==> config.mk <==
export PLATFORM = sky130hd
export DESIGN_NAME = tblink_rpc_pkt_tx
export DESIGN_NICKNAME = d
export VERILOG_FILES = /design/src/rtl/tblink_rpc_pkt_tx.sv
export SDC_FILE = /design/constraint.sdc
export NUM_CORES = 1
export LEC_CHECK = 0
export CAP_MARGIN = 20
export CORE_ASPECT_RATIO = 0.6
export CORE_MARGIN = 3
export CORE_UTILIZATION = 30
export CTS_CLUSTER_DIAMETER = 50
export DETAILED_ROUTE_END_ITERATION = 6
export DONT_BUFFER_PORTS = 1
export SLEW_MARGIN = 20
export SYNTH_ARGS = -nofsm -noshare
export SYNTH_HDL_FRONTEND = slang
export SYNTH_SLANG_ARGS = --single-unit
==> constraint.sdc <==
create_clock -name uclock -period 2.6 [get_ports uclock]
set_input_delay 0.65 -clock uclock [delete_from_list [all_inputs] [get_ports uclock]]
set_output_delay 0.65 -clock uclock [all_outputs]
set_load 0.05 [all_outputs]
==> src/rtl/tblink_rpc_pkt_tx.sv <==
// tblink_rpc_pkt_tx: serialises one RPC message into a byte stream.
// The packet layout is DST, SRC, SIZE, CMD, ID, then the parameter words.
// Parameter words go out word 0 first, each word least-significant byte first.
// The message is captured on acceptance, so the inputs may change once the
// packet has started.
module tblink_rpc_pkt_tx #(
  parameter int ADDR        = 0,
  parameter int PARAM_WORDS = 4
) (
  input  logic                     uclock,
  input  logic                     reset,
  input  logic [7:0]               msg_dst,
  input  logic [7:0]               msg_cmd,
  input  logic [7:0]               msg_id,
  input  logic [3:0]               msg_len,
  input  logic [32*PARAM_WORDS-1:0] msg_params,
  input  logic                     msg_valid,
  output logic                     msg_ready,
  output logic [7:0]               neto_dat,
  output logic                     neto_valid,
  input  logic                     neto_ready,
  output logic                     busy,
  output logic                     len_err
);

  localparam int         PW_BITS  = 32 * PARAM_WORDS;
  localparam logic [3:0] MAX_LEN  = 4'(PARAM_WORDS);
  localparam logic [7:0] SRC_ADDR = 8'(ADDR);

  typedef enum logic [2:0] {
    S_IDLE, S_DST, S_SRC, S_SIZE, S_CMD, S_ID, S_PARAM
  } state_t;

  state_t             state, state_nxt;
  logic [7:0]         dst_q, cmd_q, id_q;
  logic [3:0]         len_q;
  logic [PW_BITS-1:0] params_q;
  logic [5:0]         cnt_q;
  logic               len_err_q;

  logic               accept;
  logic               step;
  logic               last_byte;
  logic [7:0]         size_byte;
  logic [7:0]         param_byte;

  // Longer requests are truncated to the words the port can carry.
  function automatic logic [3:0] clamp_len(input logic [3:0] l);
    return (l > MAX_LEN) ? MAX_LEN : l;
  endfunction

  // Ready is gated by reset so it reads 0 for the whole reset interval.
  assign msg_ready  = (state == S_IDLE) && reset;
  assign accept     = msg_valid && msg_ready;
  assign neto_valid = (state != S_IDLE);
  assign busy       = (state != S_IDLE);
  assign step       = neto_valid && neto_ready;
  assign len_err    = len_err_q;

  // SIZE counts CMD, ID and the parameter bytes.
  assign size_byte  = 8'd2 + {2'b00, len_q, 2'b00};
  assign param_byte = 8'(params_q >> {cnt_q, 3'b000});
  assign last_byte  = (cnt_q == ({len_q, 2'b00} - 6'd1));

  // State register.
  always_ff @(posedge uclock or negedge reset) begin
    if (!reset) begin
      state <= S_IDLE;
    end else begin
      state <= state_nxt;
    end
  end

  // Next-state logic: each non-idle state advances only on a byte handshake.
  always_comb begin
    state_nxt = state;
    case (state)
      S_IDLE:  if (accept) state_nxt = S_DST;
      S_DST:   if (step)   state_nxt = S_SRC;
      S_SRC:   if (step)   state_nxt = S_SIZE;
      S_SIZE:  if (step)   state_nxt = S_CMD;
      S_CMD:   if (step)   state_nxt = S_ID;
      S_ID:    if (step)   state_nxt = (len_q == 4'd0) ? S_IDLE : S_PARAM;
      S_PARAM: if (step && last_byte) state_nxt = S_IDLE;
      default:             state_nxt = S_IDLE;
    endcase
  end

  // Output byte mux: the byte holds until its handshake because it depends only on state.
  always_comb begin
    neto_dat = 8'h00;
    case (state)
      S_DST:   neto_dat = dst_q;
      S_SRC:   neto_dat = SRC_ADDR;
      S_SIZE:  neto_dat = size_byte;
      S_CMD:   neto_dat = cmd_q;
      S_ID:    neto_dat = id_q;
      S_PARAM: neto_dat = param_byte;
      default: neto_dat = 8'h00;
    endcase
  end

  // Message capture, parameter byte counter and sticky length-error flag.
  always_ff @(posedge uclock or negedge reset) begin
    if (!reset) begin
      dst_q     <= 8'h00;
      cmd_q     <= 8'h00;
      id_q      <= 8'h00;
      len_q     <= 4'd0;
      params_q  <= '0;
      cnt_q     <= 6'd0;
      len_err_q <= 1'b0;
    end else begin
      if (accept) begin
        dst_q    <= msg_dst;
        cmd_q    <= msg_cmd;
        id_q     <= msg_id;
        len_q    <= clamp_len(msg_len);
        params_q <= msg_params;
        cnt_q    <= 6'd0;
        if (msg_len > MAX_LEN) len_err_q <= 1'b1;
      end else if (state == S_PARAM && step) begin
        cnt_q <= last_byte ? 6'd0 : cnt_q + 6'd1;
      end
    end
  end

endmodule

==> results.py <==
metrics = {
    "setup_path": {
        "critPathMaxFanout": 7,
        "crit_path_end_kind": "primary output",
        "crit_start": "cnt_q[0]",
        "critPathRequiredTime_ps": 1950,
        "r2r_cells": 6,
        "critPathLaunchType": "flop",
        "path_class": "reg2out",
        "worstReg2RegStart": "cnt_q[1]",
        "r2r-end": "cnt_q[3]",
        "rrSetupSlack_ps": 470,
        "cp.arrival_ps": 2400,
        "endpoint": "neto_dat[1]",
    },
    "placement": {
        "hpwl_microns": 17000,
        "globalplace.congestion": 0.843,
        "place_area_sq_mm": 0.00847,
        "place_inst": 1183,
        "port_buffers": 0,
    },
    "detailed_routing": {
        "drc": 0,
        "wl_microns": 23200,
        "via_per_inst": 4.81,
        "drtPass1Iterations": 7,
        "ant_nets": 0,
        "dr_total_vias": 5858,
        "dr.first_iter.drc_count": 633,
        "avgRoutedWirePerCell_microns": 19.0,
    },
    "power_and_ir_drop": {
        "ir_drop_mv": 0.352,
        "leakagePower_nw": 4.45,
        "p_per_area_mw_per_mm2": 1270,
    },
    "cells_and_area": {
        "n_antenna_cell": 0,
        "fillers": 2613,
        "drive_gt1_share_pct": 14.2,
        "nNetsFinal": 1016,
        "final_area_sq_mm": 0.00915,
        "post_layout_nonfiller_instances": 1217,
        "area_growth_pct": 16.2,
    },
    "synthesis": {
        "synthMuxAreaShare_pct": 12.3,
        "yosys_warnings": 0,
        "synth-compound-area-share_pct": 4.53,
        "synth-simple-area-share_pct": 25.5,
        "synthAdderAreaFrac_pct": 0.477,
        "syn_inst": 851,
        "ys_ff_latch": 166,
        "yosysSeqAreaShare_pct": 52.8,
        "synth_fp_nets": 1014,
        "syn_area_sq_mm": 0.00787,
        "ys_types": 47,
        "synth_top_family_by_area": "simple AND/OR/NAND/NOR gates",
        "synth_xor_area_share_pct": 0.668,
        "avgSynthCellArea_sq_um": 9.25,
    },
    "floorplan": {
        "die_y_microns": 131,
        "io_pins": 172,
        "placementRows": 45,
        "dieArea_sq_mm": 0.0283,
        "die_w_microns": 215,
        "core-area_sq_mm": 0.0256,
        "start_util_pct": 30.8,
    },
    "outcome": {
        "violations": "negative hold slack, negative setup slack",
        "status": "complete, but fails checks",
    },
    "sta": {
        "holdWs_ps": -93.6,
        "fin_crit_ps": 3050,
        "drv_slew": 0,
        "skew_ps": 6.05,
        "post-route-period-util_pct": 117,
        "relSlewSlack_pct": 49.3,
        "layout_setup_ws_ps": -452,
        "fmax_mhz": 328,
        "finalHoldViolations": 166,
        "finalSetupViolations": 8,
        "rsz0062_at_grt": "yes",
        "worstMarginPinSlew_ps": 760,
    },
    "global_route": {
        "grt_start_max_net_pins": 171,
        "overflow": 0,
        "antenna_found_initial": 2,
        "grt_usage_pct": 16.7,
        "grt_pass1_vias": 5898,
        "grt_first_pass_wirelength_microns": 35700,
    },
    "clocking": {
        "clock-sinks": 166,
        "clk_pin_slew_ps": 60,
        "cts_tree": "built",
        "cts-htree-levels": 4,
        "cts-root-buf": "clkbuf_16",
        "clk_latency_ps": 430,
        "numCtsBuffers": 17,
        "clock_path_buffers": 2,
    },
    "flow_run": {
        "drv_cap": 0,
    },
    "min_path": {
        "min_path_type": "in2async",
    },
}
[timing repair]
| action | 4_1_cts | 5_1_grt |
|---|---|---|
| gates cloned | 0 | 1 |
| endpoints found under the hold margin | 166 | 166 |
| pin swaps | 3 | 4 |
| setup buffers | 1 | 1 |
| resized for setup | 16 | 3 |
| setup endpoints to repair | 9 | 8 |
[registers in the layout (all words and copies together) (netlist names)]
signal    count
params_q    128
id_q          8
cnt_q         6
len_err       1
dst_q         8
len_q         4
cmd_q         8
state         3
[synth_stat cells (all sizes together)]
master   instances  area, sq um
o21bai           1         7.51
nor2b            6         37.5
xnor2            4         35.0
nor2             5         18.8
dfrtp          166         4150
or2              2         12.5
a221oi           1         8.76
xor2             2         17.5
nor3             3         25.0
nand3           11         55.1
o31ai            2         15.0
mux2             7         82.6
o22a             3         26.3
a22oi            7         52.6
nor3b            1         7.51
o22ai            3         18.8
a21o             2         15.0
ha               3         37.5
or3              1         6.26
a211o            1         8.76
inv              6         22.5
nand4bb          1         11.3
a32o             2         20.0
and2             2         12.5
mux4            32          736
a221o            1         10.0
nand2          471         1770
and3             3         18.8
buf             29          170
mux2i           15          150
nor4             1         21.3
clkbuf          27          101
a31oi            2         12.5
a22o             2         17.5
a21oi            4         20.0
o211ai           6         50.1
o21ai           13         65.1
o2bb2ai          1         8.76
nand2b           2         12.5
[cells in the final DEF (no fill, tap or decap), types with 3 or more instances in the layout]
cell type and instances:
nand2_1 471, dfrtp_1 164, mux4_2 29, buf_4 23
clkbuf_16 18, buf_12 11, mux2i_1 10, o21ai_0 10
nand3_1 10, a22oi_1 7, nor2b_1 6, inv_1 6
mux2_2 5, o211ai_1 5, nor2_1 5, a21oi_1 4
xnor2_1 4, clkbuf_8 4, buf_6 4, o22a_1 3
o21ai_2 3, mux4_1 3, mux2i_4 3, ha_1 3
clkinv_2 3, clkbuf_1 3
[critical path, cell delays in order (launching register included)]
cell	delay, ps
dfrtp_2	420
buf_12	150
mux4_2	500
mux2i_1	300
o22ai_2	150
a221o_1	290
buf_6	160
[layout make-up]
| type | instances | area (sq um) | area share, % |
|---|---|---|---|
| Multi-Input combinational cell | 623 | 3500 | 38.3 |
| Sequential cell | 166 | 4160 | 45.4 |
| Inverter | 6 | 22.5 | 0.246 |
| Clock inverter | 7 | 70.1 | 0.766 |
| Timing Repair Buffer | 39 | 463 | 5.06 |
| Clock buffer | 24 | 492 | 5.38 |
| Tap cell | 352 | 440 | 4.81 |
[metal layers]
metal | vias to the layer above | global-route usage (%) | routed length (microns)
met3 | 17 | 5.27 | 1760
met4 | 4 | 3.30 | 147
met2 | 208 | 22.7 | 9690
li1 | 2759 | - | -
met1 | 2870 | 25.8 | 11600
met5 | - | 0 | 23
[power by group]
group	total, mW	internal, mW	leakage (nW)	switching [mW]
logic	4.57	2.24	2.10	2.33
registers	4.63	3.76	2.07	0.869
clock network	2.45	1.41	0.276	1.03
[kinds of logic (layout without fill, tap and decap cells)]
group	after synthesis	in the layout
mux	54	54
buf+inv	62	76
simple gates	509	509
compound gates	51	51
flops	166	166
xor+xnor	6	6
fa+ha+maj	3	3
[metrics by stage]
stage | setup TNS (ps) | hold slack (ps) | power, mW | utilization (%) | setup slack [ps]
finish | -3190 | -93.6 | 11.6 | 35.8 | -452
global route | -3980 | -123 | 12.4 | 35.8 | -531
CTS | -3670 | -120 | 11.7 | 35.6 | -505
detailed placement | -242 | 360 | 8.96 | 33.1 | -84.2
global placement | -112 | 362 | 8.86 | 33.1 | -51.8
floorplan | 0 | 354 | 7.48 | - | 33.8
[worst min path at each step]
| stage | startpoint | endpoint | cells after the start |
|---|---|---|---|
| 3_5_place_dp | reset | params_q[11] | 0 |
| 4_1_cts | reset | params_q[11] | 0 |
| 3_3_place_gp | reset | params_q[11] | 0 |
| 5_1_grt | reset | params_q[11] | 0 |
| 2_1_floorplan | reset | cmd_q[0] | 0 |
| 6_report | reset | params_q[11] | 0 |
(Power assumes the default switching activity.)
